### src/rtl/mux_2_1_6b_rr_arbiter.sv
// mux_2_1_6b_rr_arbiter: round-robin arbiter sharing a registered 2:1 mux between two valid/ready requesters.
module mux_2_1_6b_rr_arbiter #(
  parameter int WIDTH = 6,
  parameter int MAX_LOCK = 8
) (
  input  logic             Clock,
  input  logic             Reset,
  input  logic             Req0,
  input  logic [WIDTH-1:0] Data0,
  output logic             Ack0,
  input  logic             Req1,
  input  logic [WIDTH-1:0] Data1,
  output logic             Ack1,
  output logic             Select,
  output logic [WIDTH-1:0] Output,
  output logic             OutValid,
`ifdef BURST_LOCK_EN
  input  logic             Lock0,
  input  logic             Lock1,
`endif
  input  logic             OutReady
);
  typedef enum logic {EMPTY, FULL} state_t;
  state_t state, state_next;
  logic last_grant, winner, any_req, can_load, capture;
  assign any_req  = Req0 | Req1;
  assign can_load = (state == EMPTY) | OutReady;
  assign capture  = can_load & any_req & ~Reset;
`ifdef BURST_LOCK_EN
  logic [7:0] lock_cnt;
  logic owner_lock, lock_hit;
  assign owner_lock = last_grant ? Lock1 : Lock0;
  assign lock_hit   = owner_lock && (last_grant ? Req1 : Req0) && (lock_cnt < 8'(MAX_LOCK));
`endif
  always_comb begin
    winner = (Req0 & Req1) ? ~last_grant : Req1;
`ifdef BURST_LOCK_EN
    winner = lock_hit ? last_grant : winner;
`endif
    state_next = capture ? FULL : (OutReady ? EMPTY : state);
  end
  assign Select   = any_req ? winner : last_grant;
  assign Ack0     = capture & ~winner;
  assign Ack1     = capture & winner;
  assign OutValid = (state == FULL);
  always_ff @(posedge Clock) begin
    if (Reset) begin
      state      <= EMPTY;
      Output     <= '0;
      last_grant <= 1'b1;
    end else begin
      state <= state_next;
      if (capture) begin
        Output     <= winner ? Data1 : Data0;
        last_grant <= winner;
      end
    end
  end
`ifdef BURST_LOCK_EN
  always_ff @(posedge Clock) begin
    if (Reset || !owner_lock)
      lock_cnt <= '0;
    else if (capture)
      lock_cnt <= (winner != last_grant) ? 8'd0 : (lock_hit ? lock_cnt + 8'd1 : lock_cnt);
  end
`endif
endmodule

### config.mk
export PLATFORM = sky130hd
export DESIGN_NAME = mux_2_1_6b_rr_arbiter
export DESIGN_NICKNAME = d
export VERILOG_FILES = /design/src/rtl/mux_2_1_6b_rr_arbiter.sv
export SDC_FILE = /design/constraint.sdc
export NUM_CORES = 1
export LEC_CHECK = 0
export CAP_MARGIN = 25
export CORE_AREA = 2 2 39 41
export CTS_BUF_LIST = sky130_fd_sc_hd__clkbuf_2
export DETAILED_ROUTE_END_ITERATION = 16
export DIE_AREA = 0 0 41 43
export PLACE_DENSITY = 0.81
export SYNTH_ARGS = -nofsm -noshare
export SYNTH_HDL_FRONTEND = slang
export SYNTH_SLANG_ARGS = --single-unit
### constraint.sdc
create_clock -name Clock -period 4.2 [get_ports Clock]
set_input_delay 1.26 -clock Clock [delete_from_list [all_inputs] [get_ports Clock]]
set_output_delay 1.26 -clock Clock [all_outputs]
set_load 0.005 [all_outputs]
==> run summary, run 1 <==
outcome: completed
clk buf depth: 2
slew at the pin with the worst max-slew slack: 0.384 ns
synth unique cells: 20
first-pass GRT wire length: 1.74 mm
R2R setup slack: 3.05 ns
leak pwr: 0.273 nW
worst flop-to-flop path startpoint: last_grant
Worst EP arrival: 2.75 ns
vias: 458
vias in the first global route: 430
share of cells above drive strength 1: 0.122
hold buffers post-CTS: 0
RSZ-0062 raised after global routing: false
fin cells: 90
Yosys reg bits: 8
critical setup path kind: in2out
Overflow after GRT: 0
pin count of the biggest net entering global routing: 12
gpl congestion: 0.728
Synthesized Nets: 62
Root Buffer: clkbuf_2
Pint: 0.141 mW
CTS Buf Count: 3
crit share post-route: 0.956
hpwl dp: 799 microns
share of the synthesized area in the top cell type: 0.378
NumNets Final: 93
Setup violations, final: 0
ant diodes: 0
CP endpoint kind: output port
die height: 43 microns
crit-path max FO: 5
Net Sw Frac: 0.266
TNS Setup: 0 ns
gr usage total: 0.141
Ys Warns: 0
routed vias/inst: 5.09
final critical-path required period: 4.01 ns
clock slew at reported path FFs: 0.08 ns
total power: 0.192 mW
H-tree level count: 1
dpl cells: 87
f_max: 0.249 GHz
io pins: 27
Syn Area/Cell: 9.43 sq um
Synth Instances: 45
Clk Latency, worst-skew pair: 0.24 ns
CP peak stage delay: 0.55 ns
PostCTS Resize Cnt: 0
Clock power frac: 0.240
Remaining DRCs: 0
# Post-CTS Setup Buffers: 0
synth top area cells: dfxtp_1, mux2i_1, a211oi_1
Reg-to-Reg End: Output[4]
DP Area: 699 sq um
power per cell area: 269 mW/mm^2
Initial Utilization: 0.307
Slew HR: 0.744
Routed Antenna Nets: 0
crit start category: input pin
cell area after layout: 714 sq um
CP Cell Sequence: clkdlybuf4s50_1 > nor2_1 > nor3_1 > and2_2 > clkdlybuf4s50_1
Final Util: 0.516
initial antenna violation count: 0
Iteration-0 DRC Markers: 16
Mapped Area: 424 sq um
leading area contributor after synthesis: dfxtp_1
drt wl/cell: 11.4 microns
post-synthesis sequential area ratio: 0.378
Core Area: 0.00138 sq mm
final hold viol count: 0
Max VDD drop: 0.120 mV
NetSw: 0.0512 mW
die area: 0.00176 sq mm
highest-delay cell along the critical path: clkdlybuf4s50_1
cell mode on critical path: clkdlybuf4s50_1
CTS tree: yes
r2r worst-path depth: 4
area delta synth->final: 68.4%
Pre-antenna DRT Iters: 4
Required @ worst endpoint: 2.94 ns
logic gate share of total power: 0.310
worst hold start: Output[3]
Die Wd: 41 microns
final clock skew: 0.00711 ns
Hold WC Path Type: reg2reg
hold endpoint: Output[3]
drt total wl: 1.02 mm
Core Rows: 14
sequential cell fraction of total power: 0.451
maxcap violations: 0
Slew Limit Fails: 0
hold path cells: 2
clock sink count: 8
Port Buf Inserts: 26
[worst max-delay path by stage]
stage,start,end,slack (ns),cells after the start
6_report,Req0,Ack1,0.19,5
5_1_grt,Req0,Ack1,0.09,5
4_1_cts,Req0,Ack1,0.18,5
3_5_place_dp,Req1,Ack0,0.18,4
3_3_place_gp,Req1,Ack0,0.19,4
2_1_floorplan,Reset,Ack1,0.98,3
[area by class of cell]
cell class	instances	area, sq um
Fill cell	135	669
Tap cell	16	20.0
Timing Repair Buffer	30	290
Clock buffer	3	15.0
Sequential cell	8	160
Multi-Input combinational cell	32	225
Inverter	1	3.75
[metrics by stage]
stage          hold slack (ns)  setup WS [ns]
2_1_floorplan            0.506          0.978
3_3_place_gp             0.505          0.187
3_5_place_dp             0.519          0.183
4_1_cts                  0.528          0.181
5_1_grt                  0.555         0.0894
6_report                 0.519          0.185
[registers in the layout, summed over array words and instances, names as in the netlist]
register    flops
Output          6
OutValid        1
last_grant      1
[routing by layer]
layer  up-vias  GRT usage  wire [microns]
met5         -          0               0
met4         0     0.0800              17
met3         3     0.0209             102
met2        26      0.206             485
met1       200      0.188             417
li1        229          -               -
[cell usage after synthesis]
library cell,instances
a211oi_1,4
a21boi_2,1
a21oi_1,5
a311oi_1,2
a31oi_1,4
and2_2,1
and3_1,1
buf_4,1
buf_6,2
clkbuf_2,1
dfxtp_1,8
inv_1,1
mux2i_1,6
nand2b_1,1
nor2_1,2
nor2b_1,1
nor3_1,1
nor4_1,1
o21ai_0,1
or2_1,1
[cells by family (layout without fill, tap and decap cells)]
logic type / count (synthesis) / after routing / synth area share
compound gates: 17 / 17 / 0.268
simple gates: 9 / 9 / 0.121
flops: 8 / 8 / 0.378
mux: 6 / 6 / 0.142
buf+inv: 5 / 34 / 0.0914
[worst max-delay path: cells and delay by family]
kind / cells / cell delay, ns
buf+inv: 2 / 1.04
simple gates: 3 / 0.45
[power by group through the flow]
stage / clock network, mW / registers [mW] / logic [mW]
2_1_floorplan: 0 / 0.0883 / 0.0251
3_3_place_gp: 0 / 0.0880 / 0.0589
3_5_place_dp: 0 / 0.0883 / 0.0597
4_1_cts: 0.0465 / 0.0866 / 0.0601
5_1_grt: 0.0514 / 0.0875 / 0.0654
6_report: 0.0461 / 0.0866 / 0.0595
[placed cells by master, fill, tap and decap left out]
cell             instances
nand2b_1                 1
clkbuf_2                 3
a211oi_1                 4
mux2i_1                  6
dfxtp_1                  8
and2_2                   1
nor2_1                   2
a311oi_1                 2
clkdlybuf4s50_1         26
buf_4                    4
inv_1                    1
or2_1                    1
a21boi_2                 1
nor4_1                   1
nor3_1                   1
a21oi_1                  5
nor2b_1                  1
o21ai_0                  1
a31oi_1                  4
and3_1                   1
Power figures use the tool's default switching activity.
==> inputs of run 2 (changes only) <==
Clock period 4.2 ns to 4.75 ns, I/O delays scaled along.
==> run summary, run 2 (synthesis results as in run 1) <==
vias: 448
Worst EP arrival: 2.96 ns
initial antenna violation count: 0
Hold WC Path Type: reg2reg
RSZ-0062 raised after global routing: false
Slew Limit Fails: 0
hold buffers post-CTS: 0
clock slew at reported path FFs: 0.09 ns
CTS Buf Count: 3
Pre-antenna DRT Iters: 4
total power: 0.167 mW
gr usage total: 0.142
hpwl dp: 812 microns
# Post-CTS Setup Buffers: 0
Largest register FFs: 6
critical setup path kind: in2out
maxcap violations: 0
Port Buf Inserts: 26
crit-path max FO: 10
ant diodes: 0
Root Buffer: clkbuf_2
clk buf depth: 2
fin cells: 88
clock sink count: 8
Core Rows: 14
PostCTS Resize Cnt: 0
vias in the first global route: 429
Core Area: 0.00138 sq mm
Initial Utilization: 0.307
Filler cells: 144
drt wl/cell: 12.0 microns
cell area after layout: 699 sq um
slew at the pin with the worst max-slew slack: 0.379 ns
DP Area: 684 sq um
routed vias/inst: 5.09
post-route setup slack: 0.363 ns
share of cells above drive strength 1: 0.0972
final clock skew: 0.0173 ns
NumNets Final: 91
Place WS: 0.370 ns
Routed Antenna Nets: 0
Remaining DRCs: 0
first-pass GRT wire length: 1.67 mm
most frequent cells in the layout: clkdlybuf4s50_1, dfxtp_1, mux2i_1
Required @ worst endpoint: 3.32 ns
CTS tree: yes
Iteration-0 DRC Markers: 13
die height: 43 microns
crit share post-route: 0.924
pin count of the biggest net entering global routing: 12
Top reg by flops: Output
drt total wl: 1.05 mm
f_max: 0.228 GHz
commonest non-fill, non-tap cell in the layout: clkdlybuf4s50_1
Overflow after GRT: 0
final critical-path required period: 4.39 ns
Die Wd: 41 microns
final hold viol count: 0
die area: 0.00176 sq mm
TNS Setup: 0 ns
Max VDD drop: 0.125 mV
Setup violations, final: 0
leak pwr: 0.263 nW
CP endpoint kind: output port
dpl cells: 85
Clk Latency, worst-skew pair: 0.23 ns
Slew HR: 0.747
power per cell area: 239 mW/mm^2
outcome: completed
gpl congestion: 0.788
H-tree level count: 1
crit start category: input pin
area delta synth->final: 64.9%
io pins: 27
==> run 2: changes by cell type in the layout (fill, tap and decap cells not counted), sizes merged <==
cell / change
buf: -2
==> run 2: area by class of cell <==
class / count / area [sq um] / share of cell area
Timing Repair Buffer: 28 / 275 / 0.394
Clock buffer: 3 / 15.0 / 0.0215
Tap cell: 16 / 20.0 / 0.0286
Multi-Input combinational cell: 32 / 225 / 0.322
Sequential cell: 8 / 160 / 0.229
Inverter: 1 / 3.75 / 0.00537
==> run 2: worst max-delay path, cell delays in order <==
cell,delay (ns)
clkdlybuf4s50_1,0.57
nor3_1,0.30
and2_2,0.18
clkdlybuf4s50_1,0.49
==> run 2: per-stage QoR <==
step	utilization	hold slack, ns
2_1_floorplan	-	0.506
3_3_place_gp	0.495	0.515
3_5_place_dp	0.495	0.521
4_1_cts	0.505	0.529
5_1_grt	0.505	0.556
6_report	0.505	0.526
==> run 2: path summary, 6_finish.rpt <==
path,slack (ns),depth (start not counted),from,endpoint
setup / recovery,0.36,4,Reset,Ack1
hold reg to reg,0.53,2,Output[5],Output[5]
hold / removal,0.53,2,Output[5],Output[5]
setup reg to reg,3.50,4,last_grant,Output[4]
==> run 2: report_power, final <==
part           internal (mW)  switching (mW)
logic                 0.0334          0.0181
clock network         0.0172          0.0222
registers             0.0729         0.00356
total                  0.124          0.0439
==> run 2: metal layers <==
| metal | GRT usage | vias to the layer above | share of wire |
|---|---|---|---|
| met5 | 0 | - | 0 |
| met4 | 0.100 | 0 | 0.038 |
| met2 | 0.225 | 27 | 0.49 |
| met3 | 0.0262 | 7 | 0.083 |
| li1 | - | 225 | - |
| met1 | 0.159 | 189 | 0.39 |
==> inputs of run 3 (changes only) <==
Settings changed: DONT_BUFFER_PORTS set to 1, PLACE_DENSITY 0.81 to 0.55.
==> run summary, run 3 (synthesis results as in run 1) <==
CP startpoint: OutReady
maxcap violations: 0
pin count of the biggest net entering global routing: 12
die height: 43 microns
CTS tree: yes
r2r worst-path depth: 3
Critical path destination: Ack1
Core Rows: 14
outcome: completed
hold buffers post-CTS: 0
io pins: 27
PostCTS Resize Cnt: 0
WP depth: 3
Clock power frac: 0.294
area delta synth->final: 0%
Setup violations, final: 0
Filler cells: 165
Hold WC Path Type: reg2reg
TNS Setup: 0 ns
# Post-CTS Setup Buffers: 0
H-tree level count: 1
fin cells: 60
Routed Antenna Nets: 0
clock slew at reported path FFs: 0.08 ns
die area: 0.00176 sq mm
drt total wl: 926 microns
critical setup path kind: in2out
Max VDD drop: 0.0810 mV
Die Wd: 41 microns
sequential cell fraction of total power: 0.553
Required @ worst endpoint: 3.32 ns
Slew HR: 0.591
dpl cells: 57
final clock skew: 0.00255 ns
vias: 338
gr usage total: 0.119
R2R setup slack: 3.45 ns
Largest delay share family, worst path: simple AND/OR/NAND/NOR gates
vias in the first global route: 297
CTS Buf Count: 3
worst flop-to-flop path startpoint: last_grant
Net Sw Frac: 0.286
Iteration-0 DRC Markers: 1
commonest non-fill, non-tap cell in the layout: dfxtp_1
f_max: 0.274 GHz
Reg-to-Reg End: Output[3]
Pre-antenna DRT Iters: 4
Pint: 0.100 mW
Overflow after GRT: 0
clk buf depth: 2
crit share post-route: 0.769
Top reg by flops: Output
Final Util: 0.307
power per cell area: 330 mW/mm^2
Initial Utilization: 0.307
Worst EP arrival: 2.23 ns
most frequent cells in the layout: dfxtp_1, mux2i_1, a21oi_1
NetSw: 0.0401 mW
Largest register FFs: 6
final critical-path required period: 3.65 ns
clock sink count: 8
Remaining DRCs: 0
routed vias/inst: 5.63
Worst Path Buf+Inv: 0
NumNets Final: 63
logic gate share of total power: 0.153
first-pass GRT wire length: 1.35 mm
CP endpoint kind: output port
CP peak stage delay: 0.51 ns
leak pwr: 0.154 nW
RSZ-0062 raised after global routing: false
Clk Latency, worst-skew pair: 0.24 ns
Port Buf Inserts: 0
crit-path max FO: 5
highest-delay cell along the critical path: nor3_1
Slew Limit Fails: 0
drt wl/cell: 15.4 microns
crit start category: input pin
ant diodes: 0
CP Cell Sequence: nor2b_1 > nor3_1 > and2_2
initial antenna violation count: 0
Core Area: 0.00138 sq mm
slew at the pin with the worst max-slew slack: 0.609 ns
share of cells above drive strength 1: 0.114
gpl congestion: 0.643
Root Buffer: clkbuf_2
final hold viol count: 0
-- run 3: metrics by stage --
step / hold WS [ns] / worst slack (ns) / instance area (sq um) / power, mW
2_1_floorplan: 0.506 / 1.20 / 424 / 0.100
3_3_place_gp: 0.524 / 1.13 / 409 / 0.101
3_5_place_dp: 0.535 / 1.13 / 409 / 0.101
4_1_cts: 0.545 / 1.14 / 424 / 0.142
5_1_grt: 0.584 / 1.03 / 424 / 0.149
6_report: 0.545 / 1.10 / 424 / 0.140
-- run 3: cell type report --
type,count,area [sq um],share of cell area
Tap cell,16,20.0,0.0472
Multi-Input combinational cell,32,225,0.531
Inverter,1,3.75,0.00885
Clock buffer,3,15.0,0.0354
Sequential cell,8,160,0.378
-- run 3: how the worst min path moves through the flow --
stage / start / to / slack, ns / cells past startpoint
after floorplan: Output[3] / Output[3] / 0.51 / 2
after global placement: Output[5] / Output[5] / 0.52 / 2
after detailed placement: Output[3] / Output[3] / 0.54 / 2
after CTS: Output[3] / Output[3] / 0.55 / 2
after global routing: Output[3] / Output[3] / 0.58 / 2
final: Output[3] / Output[3] / 0.55 / 2
-- run 3: tightest hold or removal path: stages, from the launching register on --
cell      delay [ns]
dfxtp_1         0.33
a21oi_1         0.12
a311oi_1        0.06
-- run 3: power groups by stage --
stage | clock, mW | sequential [mW] | combinational (mW)
2_1_floorplan | 0 | 0.0781 | 0.0222
3_3_place_gp | 0 | 0.0792 | 0.0215
3_5_place_dp | 0 | 0.0794 | 0.0217
4_1_cts | 0.0423 | 0.0778 | 0.0217
5_1_grt | 0.0460 | 0.0783 | 0.0244
6_report | 0.0412 | 0.0775 | 0.0214
-- run 3: routing by layer --
layer | up-vias | routed length (microns) | global-route usage
li1 | 170 | - | -
met1 | 152 | 391 | 0.146
met2 | 14 | 450 | 0.159
met3 | 2 | 64 | 0.0209
met4 | 0 | 19 | 0.120
met5 | - | 0 | 0
